==> config.mk <==
export PLATFORM = sky130hd
export DESIGN_NAME = entropy_ac_scan_controller
export DESIGN_NICKNAME = d
export VERILOG_FILES = /design/src/rtl/entropy_ac_scan_controller.sv
export SDC_FILE = /design/constraint.sdc
export NUM_CORES = 1
export LEC_CHECK = 0
export ABC_CLOCK_PERIOD_IN_PS = 4500
export CAP_MARGIN = 20
export CORE_ASPECT_RATIO = 0.9
export CORE_UTILIZATION = 30
export CTS_CLUSTER_SIZE = 10
export DETAILED_ROUTE_END_ITERATION = 8
export HOLD_SLACK_MARGIN = 0.1
export PLACE_DENSITY = 0.54
export SLEW_MARGIN = 20
export SYNTH_ARGS = -nofsm -noshare
export SYNTH_HDL_FRONTEND = slang
export SYNTH_SLANG_ARGS = --single-unit
==> constraint.sdc <==
create_clock -name clk -period 4.5 [get_ports clk]
set_clock_uncertainty 0.05 [all_clocks]
set_input_delay 1.125 -clock clk [delete_from_list [all_inputs] [get_ports clk]]
set_output_delay 1.125 -clock clk [all_outputs]
set_load 0.05 [all_outputs]
==> src/rtl/entropy_ac_scan_controller.sv <==
// rtl/entropy_ac_scan_controller.sv - AC coefficient scan sequencer feeding a run/level encoder
// Reads each slice coefficient-major, forwards data to the encoder and totals codeword bits.
module entropy_ac_scan_controller #(
  parameter int ENC_LATENCY = 5,
  parameter int MEM_LATENCY = 1
) (
  input  logic        clk,
  input  logic        reset_n,
  input  logic        start,
  input  logic [5:0]  num_blocks,
  output logic        busy,
  output logic        done,
  output logic        rd_en,
  output logic [4:0]  rd_block,
  output logic [5:0]  rd_coef,
  input  logic [31:0] rd_data,
  output logic        enc_rst_n,
  output logic [31:0] coeff_out,
  input  logic [31:0] cw_len,
  output logic [31:0] bit_count
);

  localparam int DL = MEM_LATENCY + 1 + ENC_LATENCY;

  typedef enum logic [2:0] {IDLE, CLEAR, SCAN, DRAIN, DONE} state_t;

  state_t         state;
  logic [5:0]     nb;
  logic [DL-1:0]  vline;
  logic           last_block;
  logic           drain_empty;

  assign last_block  = ({1'b0, rd_block} == (nb - 6'd1));
  // The oldest stage is consumed this cycle, so only younger stages keep DRAIN alive.
  assign drain_empty = ~|vline[DL-2:0];

  always_ff @(posedge clk or negedge reset_n) begin
    if (!reset_n) begin
      vline     <= '0;
      coeff_out <= '0;
    end else begin
      vline     <= {vline[DL-2:0], rd_en};
      coeff_out <= vline[MEM_LATENCY-1] ? rd_data : 32'd0;
    end
  end

  always_ff @(posedge clk or negedge reset_n) begin
    if (!reset_n) begin
      state     <= IDLE;
      nb        <= '0;
      busy      <= 1'b0;
      done      <= 1'b0;
      rd_en     <= 1'b0;
      rd_block  <= '0;
      rd_coef   <= '0;
      enc_rst_n <= 1'b0;
      bit_count <= '0;
    end else begin
      if (state == IDLE && start)
        bit_count <= '0;
      else if (vline[DL-1])
        bit_count <= bit_count + cw_len;

      case (state)
        IDLE: begin
          if (start) begin
            nb    <= (num_blocks > 6'd32) ? 6'd32 : num_blocks;
            busy  <= 1'b1;
            state <= CLEAR;
          end
        end
        CLEAR: begin
          enc_rst_n <= 1'b1;
          if (nb == 6'd0) begin
            state <= DRAIN;
          end else begin
            state    <= SCAN;
            rd_en    <= 1'b1;
            rd_block <= '0;
            rd_coef  <= 6'd1;
          end
        end
        SCAN: begin
          if (last_block && rd_coef == 6'd63) begin
            state    <= DRAIN;
            rd_en    <= 1'b0;
            rd_block <= '0;
            rd_coef  <= '0;
          end else if (last_block) begin
            rd_block <= '0;
            rd_coef  <= rd_coef + 6'd1;
          end else begin
            rd_block <= rd_block + 5'd1;
          end
        end
        DRAIN: begin
          if (drain_empty) begin
            state <= DONE;
            done  <= 1'b1;
          end
        end
        DONE: begin
          done      <= 1'b0;
          busy      <= 1'b0;
          enc_rst_n <= 1'b0;
          state     <= IDLE;
        end
        default: state <= IDLE;
      endcase
    end
  end

endmodule

After elaboration in Yosys (flattened, before gate mapping)
Cells that the tools add are included.

Flip-flop bits (word level): 95. Input port bits: 73. Output and inout port bits: 79. Word-level logic and storage cells: 69.

Add/sub/neg operators: 4. Magnitude comparators: 1. Equal/unequal tests: 11. Multiplexer cells: 25. Reduce and logical (&&, ||, !) cells: 17.

Operators by type and width (number): 2-to-1 mux 32 bit (3); adder 32 bit (1); 2-to-1 mux 6 bit (4); 2-to-1 mux 5 bit (3); case mux 3 bit (4 select lines) (1); case mux 6 bit (2 select lines) (1); case mux 5 bit (2 select lines) (1); nonzero test 2 bit (5); 2-to-1 mux 3 bit (3); AND reduction 3 bit (3); != test 2 bit, second input constant (4); case mux 1 bit (2 select lines) (4); AND reduction 2 bit (4); adder 6 x 1 -> 6 bit, second input constant (1); equality test 3 x 2 -> 1 bit, second input constant (2); equality test 5 x 6 -> 1 bit (1); equality test 6 bit, second input constant (1); greater-than comparator 6 bit, second input constant (1); logical NOT 6 bit (1); OR reduction 6 bit (1); subtractor 6 x 1 -> 6 bit, second input constant (1); adder 5 x 1 -> 5 bit, second input constant (1); 2-to-1 mux 1 bit (5); equality test 3 x 1 -> 1 bit, second input constant (1); 4 further kinds (5).

Depth between registers and ports, before layout
Gate-level depths: netlist of the first run.

Depth in word-level cells: 5. Gate-level depth with buffers: 10.

Worst setup path before layout of the first run
Ideal clock, no wire load.

Path type: input to register. From: in cw_len[0]. To: reg bit_count[28]. Library setup time: 0.135 ns. Arrival time: 3.148 ns. Data required time: 4.315 ns. Setup slack: 1.166 ns. Stages on the path: 10. Buffers on the path: 0. Cells stage by stage: ha_1 > fa_1 > a21oi_1 > o221a_2 > o21ai_1 > a21o_1 > a311oi_2 > a21oi_1 > xnor2_1 > a21oi_1.

Word-level cells in the longest chain between the ends: 3.

Ends and longest elaborated chain: start: declaration (RTL line 19) `input logic [31:0] cw_len,`; adder 32 bit (RTL line 62) `bit_count <= bit_count + cw_len;`; 2-to-1 mux 32 bit (RTL line 61) `else if (vline[DL-1])`; 2-to-1 mux 32 bit (RTL line 59) `if (state == IDLE && start)`; end signal: assignment (RTL line 62); end: declaration (RTL line 20) `output logic [31:0] bit_count`.

Every way passes these cells. The select of a mux whose other input is x is not followed. A chain may end at the register's enable or synchronous reset.

Worst setup path in the final report of the first run
Ends and elaborated chain as after synthesis.

==> impl_metrics.prom, run 1 <==
# TYPE chip_impl_metric gauge
chip_impl_info{name="terminus_of_the_critical_flop_to_flop_path",value="bit_count[28]"} 1
chip_impl_metric{name="achievable-frequency",unit="MHz"} 267.2
chip_impl_metric{name="post_synth_mux_area_share",unit=""} 0.04302
chip_impl_metric{name="track_usage",unit=""} 0.1655
chip_impl_metric{name="post_placement_setup_slack",unit="ps"} 411.8
chip_impl_metric{name="clk_latency",unit="ps"} 350
chip_impl_metric{name="cts-root-to-sink-buffers",unit=""} 2
chip_impl_metric{name="area_delta_synth_final",unit="%"} 35.33
chip_impl_metric{name="synthCells",unit=""} 572
chip_impl_metric{name="cts_htree_levels",unit=""} 3
chip_impl_metric{name="fin_crit_sh",unit=""} 0.8316
chip_impl_metric{name="power.static_leakage",unit="nW"} 3.322
chip_impl_metric{name="portBuffers",unit=""} 151
chip_impl_metric{name="yosys_warnings",unit=""} 0
chip_impl_metric{name="floorplan.core_area",unit="sq mm"} 0.01835
chip_impl_info{name="clockRootBuffer",value="clkbuf_16"} 1
chip_impl_info{name="yosys-top-cells-area",value="dfrtp_1, ha_1, mux2i_1, o21ai_0, and2_1"} 1
chip_impl_metric{name="cts.sink_count",unit=""} 95
chip_impl_metric{name="regToRegSetupSlack",unit="ps"} 1540
chip_impl_metric{name="vias_in_the_first_global_route",unit=""} 4935
chip_impl_metric{name="cts_resized",unit=""} 0
chip_impl_metric{name="route.detailed.drc",unit=""} 0
chip_impl_info{name="critPathLaunch",value="cw_len[0]"} 1
chip_impl_metric{name="place_inst",unit=""} 946
chip_impl_metric{name="grt.overflow.total",unit=""} 0
chip_impl_metric{name="synth.avg_cell_area",unit="sq um"} 9.813
chip_impl_info{name="synthDominantAreaCellType",value="dfrtp_1"} 1
chip_impl_metric{name="clkTransAtPathRegs",unit="ps"} 80
chip_impl_metric{name="synth_edf_count",unit=""} 0
chip_impl_metric{name="synth.top_cell.area_share",unit=""} 0.4235
chip_impl_metric{name="synthesis.nets",unit=""} 680
chip_impl_metric{name="share_clk_of_total_power",unit=""} 0.170
chip_impl_info{name="rr_startpoint",value="bit_count[0]"} 1
chip_impl_metric{name="finalHoldViolCount",unit=""} 0
chip_impl_metric{name="final.hold.worst_slack",unit="ps"} 331.2
chip_impl_info{name="end_of_the_critical_path",value="bit_count[28]"} 1
chip_impl_metric{name="multi_input_comb_area",unit="sq mm"} 0.003024
chip_impl_metric{name="fillCellCount",unit=""} 1799
chip_impl_info{name="path_class",value="in -> reg"} 1
chip_impl_info{name="tritoncts",value="done"} 1
chip_impl_metric{name="synthXorXnorAreaFrac",unit=""} 0.05127
chip_impl_metric{name="worst-endpoint-arrival",unit="ps"} 3880
chip_impl_metric{name="via_count",unit=""} 4744
chip_impl_metric{name="synthesis.area",unit="sq mm"} 0.005613
chip_impl_metric{name="synth-compound-area-share",unit=""} 0.1768
chip_impl_metric{name="grt_first_pass_wirelength",unit="um"} 25280
chip_impl_metric{name="initial_utilization",unit=""} 0.3059
chip_impl_metric{name="timing.final.crit_period",unit="ps"} 3742
chip_impl_metric{name="numCtsBuffers",unit=""} 9
chip_impl_metric{name="synth.yosys.seq_area_share",unit=""} 0.4235
chip_impl_metric{name="slew_headroom",unit=""} 0.3002
chip_impl_metric{name="ir_worst_vdd",unit="V"} 0.0002130
chip_impl_metric{name="postCtsSetupBuffers",unit=""} 0
chip_impl_metric{name="sw_frac_of_total",unit=""} 0.4605
chip_impl_metric{name="nets_final",unit=""} 820
chip_impl_metric{name="cts-hold-fix-buffers",unit=""} 0
chip_impl_metric{name="die_w",unit="um"} 146.2
chip_impl_metric{name="gp_routability_congestion",unit=""} 0.8907
chip_impl_info{name="layout_commonest_cell",value="clkdlybuf4s50_1"} 1
chip_impl_metric{name="timing_max_transition_violations_final",unit=""} 0
chip_impl_metric{name="drt_iter0_drc",unit=""} 229
chip_impl_metric{name="grt_max_degree",unit=""} 79
chip_impl_metric{name="area_share_of_fa_ha_maj_cells_after_synthesis",unit=""} 0.07936
chip_impl_info{name="run_status",value="complete, no violations"} 1
chip_impl_metric{name="final_layout_size_suffix_gt1_frac",unit=""} 0.06416
chip_impl_metric{name="antenna_found_initial",unit=""} 0
chip_impl_metric{name="power.net_switching",unit="mW"} 2.205
chip_impl_metric{name="die_area",unit="sq mm"} 0.01926
chip_impl_metric{name="combinational_share_of_power",unit=""} 0.581
chip_impl_info{name="synth_flop_cell",value="dfrtp_1"} 1
chip_impl_metric{name="drtPass1Iterations",unit=""} 4
chip_impl_metric{name="route.detailed.wl_per_inst",unit="um"} 15.80
chip_impl_metric{name="final_ant_viol_nets",unit=""} 0
chip_impl_metric{name="p_int",unit="mW"} 2.583
chip_impl_info{name="final_cell_mix",value="clkdlybuf4s50_1, dfrtp_1, nor2_1, nand2_1, o21ai_0"} 1
chip_impl_metric{name="die_height",unit="um"} 131.8
chip_impl_info{name="worst_setup_path_end_kind",value="flip-flop"} 1
chip_impl_info{name="grt_setup_unrepaired",value="no"} 1
chip_impl_metric{name="ant_diodes",unit=""} 0
chip_impl_metric{name="dp_hpwl",unit="um"} 11180
chip_impl_metric{name="worstPathRequired",unit="ps"} 4640
chip_impl_metric{name="fp-row-count",unit=""} 47
chip_impl_info{name="worst_hold_startpoint",value="vline[4]"} 1
chip_impl_metric{name="power_density",unit="mW/mm^2"} 630.3
chip_impl_metric{name="viasPerCell",unit=""} 4.931
chip_impl_metric{name="report.final.setup_viol",unit=""} 0
chip_impl_metric{name="post_synthesis_async_set_or_reset_flop_share",unit=""} 1.000
chip_impl_metric{name="maxCapViolCount",unit=""} 0
chip_impl_info{name="hp-class",value="reg -> reg"} 1
chip_impl_metric{name="worstRegToRegCells",unit=""} 10
chip_impl_metric{name="wl",unit="um"} 15200
chip_impl_metric{name="fin_util",unit=""} 0.4140
chip_impl_info{name="worstSetupStartpointType",value="input port"} 1
chip_impl_info{name="dominant_combinational_cell_family_by_area_after_synthesis",value="simple AND/OR/NAND/NOR gates"} 1
chip_impl_metric{name="synthSimpleGateAreaFrac",unit=""} 0.1884
chip_impl_metric{name="final_critical_path_setup_slack",unit="ps"} 757.8
chip_impl_metric{name="synthDistinctLibCells",unit=""} 73
chip_impl_metric{name="worstMarginPinSlew",unit="ps"} 1050
chip_impl_metric{name="register_area",unit="sq mm"} 0.002379
chip_impl_metric{name="critPathMaxFanout",unit=""} 4
chip_impl_metric{name="ys_ff_latch",unit=""} 95
chip_impl_metric{name="power.share.sequential",unit=""} 0.248
chip_impl_metric{name="timing.setup.tns",unit="ps"} 0
chip_impl_metric{name="design.portCount",unit=""} 152
chip_impl_metric{name="fin_cells",unit=""} 962
Yosys cell counts (3+ instances only):
cell,instances
inv_1,12
xor2_1,13
mux2i_1,23
nand3_1,15
clkbuf_1,14
o21ai_1,5
nand2b_1,12
ha_1,34
buf_6,6
a211oi_1,4
xnor2_1,18
a21oi_1,34
o211ai_1,3
o21ai_0,43
nor3_1,8
o21bai_1,7
a31oi_1,5
nor2_1,50
nand4_1,7
and2_1,33
nand3b_1,5
nand2_1,48
o31ai_1,3
a21o_1,11
nor3b_1,3
dfrtp_1,95
and3_1,6
cell type report:
type                            instances  area share
Multi-Input combinational cell        441      0.3981
Tap cell                              245     0.04036
Sequential cell                        95      0.3131
Clock inverter                          7     0.01169
Timing Repair Buffer                  153      0.2011
Inverter                               12    0.005930
Clock buffer                            9     0.02965
power groups by stage:
stage | clock network (mW) | logic [mW] | registers [mW]
CTS | 0.846 | 2.79 | 1.19
detailed placement | 0 | 2.78 | 1.20
finish | 0.815 | 2.78 | 1.19
global route | 0.878 | 3.03 | 1.21
floorplan | 0 | 1.53 | 1.74
global placement | 0 | 2.76 | 1.20
critical path, cell delays in order:
cell	delay (ps)
clkdlybuf4s50_1	410
ha_1	240
fa_1	410
a21oi_1	330
o221a_2	270
o21ai_1	80
a21o_1	230
a311oi_2	410
a21oi_1	140
xnor2_1	150
a21oi_1	80
sequential cells by signal, summed over array words and instances (netlist names), 3 cells and up:
signal / flops
state: 3
vline: 7
rd_block: 5
rd_coef: 6
nb: 6
coeff_out: 32
bit_count: 32
metrics by stage:
step | cell area (sq um) | total power [mW]
final | 7596 | 4.788
after global routing | 7596 | 5.123
after CTS | 7592 | 4.823
after detailed placement | 7278 | 3.980
after global placement | 7278 | 3.962
after floorplan | 5613 | 3.271
routing by layer:
layer | part of all wire | track usage | wire, um | vias to the layer above
li1 | - | - | - | 2314
met1 | 0.47 | 0.2167 | 7203 | 2255
met2 | 0.43 | 0.2529 | 6521 | 164
met3 | 0.087 | 0.06609 | 1316 | 11
met4 | 0.011 | 0.04456 | 162 | 0
met5 | 0 | 0 | 0 | -
worst min-delay path by stage:
| stage | endpoint | slack [ps] | cells after the start |
|---|---|---|---|
| 2_1_floorplan | vline[4] | 300 | 0 |
| 3_3_place_gp | vline[2] | 310 | 0 |
| 3_5_place_dp | vline[4] | 310 | 0 |
| 4_1_cts | vline[3] | 340 | 0 |
| 5_1_grt | vline[3] | 350 | 0 |
| 6_report | vline[5] | 330 | 0 |
kinds of logic after synthesis:
| family | after synthesis |
|---|---|
| xor gates and xnor gates | 32 |
| buffers and inverters | 36 |
| DFF | 95 |
| adders and majority gates | 35 |
| AOI/OAI and AO/OA | 146 |
| muxes | 24 |
| and+or+nand+nor | 204 |
(Power assumes the default switching activity.)
==> run 2, diff against run 1 <==
--- a/config.mk
+++ b/config.mk
@@ -5,7 +5,7 @@
 export SDC_FILE = /design/constraint.sdc
 export NUM_CORES = 1
 export LEC_CHECK = 0
-export ABC_CLOCK_PERIOD_IN_PS = 4500
+export ABC_CLOCK_PERIOD_IN_PS = 3900
 export CAP_MARGIN = 20
 export CORE_ASPECT_RATIO = 0.9
 export CORE_UTILIZATION = 30
==> constraint.sdc (replaced) <==
create_clock -name clk -period 3.9 [get_ports clk]
set_clock_uncertainty 0.05 [all_clocks]
set_input_delay 0.975 -clock clk [delete_from_list [all_inputs] [get_ports clk]]
set_output_delay 0.975 -clock clk [all_outputs]
set_load 0.05 [all_outputs]
==> impl_metrics.prom, run 2 (same netlist as run 1, synthesis figures left out) <==
# TYPE chip_impl_metric gauge
chip_impl_metric{name="fp-row-count",unit=""} 47
chip_impl_metric{name="cts_htree_levels",unit=""} 3
chip_impl_metric{name="place_inst",unit=""} 956
chip_impl_info{name="terminus_of_the_critical_flop_to_flop_path",value="bit_count[28]"} 1
chip_impl_metric{name="die_height",unit="um"} 131.8
chip_impl_metric{name="timing.setup.tns",unit="ps"} 0
chip_impl_metric{name="initial_utilization",unit=""} 0.3059
chip_impl_metric{name="ant_diodes",unit=""} 0
chip_impl_metric{name="final_critical_path_setup_slack",unit="ps"} 424.4
chip_impl_metric{name="grt_max_degree",unit=""} 68
chip_impl_metric{name="maxCapViolCount",unit=""} 0
chip_impl_metric{name="route.detailed.drc",unit=""} 0
chip_impl_metric{name="post_placement_setup_slack",unit="ps"} 82.86
chip_impl_metric{name="die_area",unit="sq mm"} 0.01926
chip_impl_metric{name="placed_cell_area",unit="sq mm"} 0.007353
chip_impl_info{name="grt_setup_unrepaired",value="no"} 1
chip_impl_metric{name="worstMarginPinSlew",unit="ps"} 1055
chip_impl_metric{name="viasPerCell",unit=""} 4.974
chip_impl_info{name="run_status",value="complete, no violations"} 1
chip_impl_metric{name="via_count",unit=""} 4835
chip_impl_metric{name="stdcell_area",unit="sq mm"} 0.007657
chip_impl_metric{name="fin_crit_sh",unit=""} 0.8912
chip_impl_metric{name="antenna_found_initial",unit=""} 0
chip_impl_metric{name="nets_final",unit=""} 830
chip_impl_metric{name="slew_headroom",unit=""} 0.2966
chip_impl_info{name="path_class",value="in -> reg"} 1
chip_impl_metric{name="portBuffers",unit=""} 151
chip_impl_metric{name="worstPathRequired",unit="ps"} 4020
chip_impl_metric{name="critPathMaxStageDelay",unit="ps"} 420
chip_impl_metric{name="clkTransAtPathRegs",unit="ps"} 70
chip_impl_metric{name="floorplan.core_area",unit="sq mm"} 0.01835
chip_impl_metric{name="drt_iter0_drc",unit=""} 250
chip_impl_metric{name="design.portCount",unit=""} 152
chip_impl_metric{name="route.detailed.wl_per_inst",unit="um"} 15.74
chip_impl_metric{name="cts.sink_count",unit=""} 95
chip_impl_metric{name="worstRegToRegCells",unit=""} 11
chip_impl_metric{name="postCtsSetupBuffers",unit=""} 0
chip_impl_metric{name="timing_max_transition_violations_final",unit=""} 0
chip_impl_metric{name="worst-endpoint-arrival",unit="ps"} 3600
chip_impl_metric{name="power_density",unit="mW/mm^2"} 730.1
chip_impl_info{name="reg_top3",value="bit_count: 32 flops, coeff_out: 32 flops, vline: 7 flops"} 1
chip_impl_metric{name="crit_buf_inv",unit=""} 2
chip_impl_metric{name="grt_first_pass_wirelength",unit="um"} 25580
chip_impl_info{name="hp-class",value="reg -> reg"} 1
chip_impl_metric{name="vias_in_the_first_global_route",unit=""} 4982
chip_impl_info{name="rr_startpoint",value="bit_count[0]"} 1
chip_impl_info{name="worstSetupStartpointType",value="input port"} 1
chip_impl_metric{name="power.static_leakage",unit="nW"} 3.359
chip_impl_metric{name="final_ant_viol_nets",unit=""} 0
chip_impl_metric{name="ir_worst_vdd",unit="V"} 0.0002734
chip_impl_metric{name="critPathMaxFanout",unit=""} 4
chip_impl_metric{name="cts-hold-fix-buffers",unit=""} 0
chip_impl_metric{name="totalPowerFinal",unit="mW"} 5.591
chip_impl_metric{name="area_delta_synth_final",unit="%"} 36.42
chip_impl_metric{name="grt.overflow.total",unit=""} 0
chip_impl_metric{name="numCtsBuffers",unit=""} 9
chip_impl_metric{name="regToRegSetupSlack",unit="ps"} 1060
chip_impl_metric{name="track_usage",unit=""} 0.1657
chip_impl_metric{name="clk_latency",unit="ps"} 350
chip_impl_metric{name="wl",unit="um"} 15300
chip_impl_metric{name="finalHoldViolCount",unit=""} 0
chip_impl_info{name="cp_common_cell",value="a21oi_1"} 1
chip_impl_metric{name="dp_hpwl",unit="um"} 11430
chip_impl_metric{name="final_layout_size_suffix_gt1_frac",unit=""} 0.07565
chip_impl_metric{name="drtPass1Iterations",unit=""} 4
chip_impl_metric{name="gp_routability_congestion",unit=""} 0.9525
chip_impl_metric{name="cts_resized",unit=""} 0
chip_impl_metric{name="timing.final.crit_period",unit="ps"} 3476
chip_impl_info{name="layout_commonest_cell",value="clkdlybuf4s50_1"} 1
chip_impl_metric{name="fillCellCount",unit=""} 1814
chip_impl_metric{name="achievable-frequency",unit="MHz"} 287.7
chip_impl_metric{name="fin_cells",unit=""} 972
chip_impl_info{name="critical_path.top_delay_family",value="compound AO/OA/AOI/OAI gates"} 1
chip_impl_metric{name="report.final.setup_viol",unit=""} 0
chip_impl_metric{name="cts-root-to-sink-buffers",unit=""} 2
chip_impl_info{name="worst_setup_path_end_kind",value="flip-flop"} 1
chip_impl_metric{name="worstSetupPathDepth",unit=""} 12
chip_impl_info{name="critical_path.cell_chain",value="clkdlybuf4s50_1, ha_1, fa_1, a21oi_1, buf_4, o221a_2, o21ai_1, a21o_1, a311oi_2, a21oi_1, xnor2_1, a21oi_1"} 1
chip_impl_info{name="final_cell_mix",value="clkdlybuf4s50_1, dfrtp_1, nor2_1, nand2_1, o21ai_0"} 1
chip_impl_info{name="clockRootBuffer",value="clkbuf_16"} 1
chip_impl_metric{name="die_w",unit="um"} 146.2
chip_impl_info{name="crit_slowest_cell",value="fa_1"} 1
chip_impl_info{name="tritoncts",value="done"} 1
chip_impl_info{name="critPathLaunch",value="cw_len[0]"} 1
chip_impl_info{name="end_of_the_critical_path",value="bit_count[28]"} 1
-- run 2: changes by cell type in the layout (fill, tap and decap cells not counted) --
cell	previous run	this run
buf_4	2	13
clkinv_8	1	0
clkbuf_1	0	1
clkinv_2	1	0
clkinvlp_4	0	1
buf_6	1	0
-- run 2: area by class of cell --
class	count	area (sq um)	share of cell area
repair buffers	163	1599	0.2088
flip-flops and latches	95	2379	0.3106
multi-input cells	441	3024	0.3949
well taps	245	306.5	0.04003
inverters	12	45.04	0.005882
clock inverters	6	75.07	0.009804
clock buffers	10	229.0	0.02990
-- run 2: report_power, final --
group | total, mW | switching (mW) | internal, mW
logic | 3.29 | 1.96 | 1.33
registers | 1.37 | 0.172 | 1.20
clock network | 0.930 | 0.422 | 0.509
-- run 2: worst min-delay path by stage --
stage	start	to	slack (ps)	depth (start not counted)
after floorplan	vline[3]	vline[4]	300	0
after global placement	vline[1]	vline[2]	310	0
after detailed placement	vline[3]	vline[4]	310	0
after CTS	vline[4]	vline[5]	340	0
after global routing	vline[3]	vline[4]	340	0
final	vline[2]	vline[3]	330	0
-- run 2: stage by stage --
| step | hold WS (ps) | utilization |
|---|---|---|
| global route | 344.4 | 0.4173 |
| detailed placement | 314.8 | 0.4008 |
| finish | 334.1 | 0.4173 |
| CTS | 338.4 | 0.4173 |
| global placement | 309.7 | 0.4008 |
| floorplan | 304.0 | - |
-- run 2: metal layers --
metal / wire, um / vias to the layer above / global-route usage
met5: 0 / - / 0
met2: 6582 / 182 / 0.2537
met3: 1475 / 13 / 0.06194
met4: 226 / 0 / 0.05150
li1: - / 2345 / -
met1: 7017 / 2295 / 0.2164
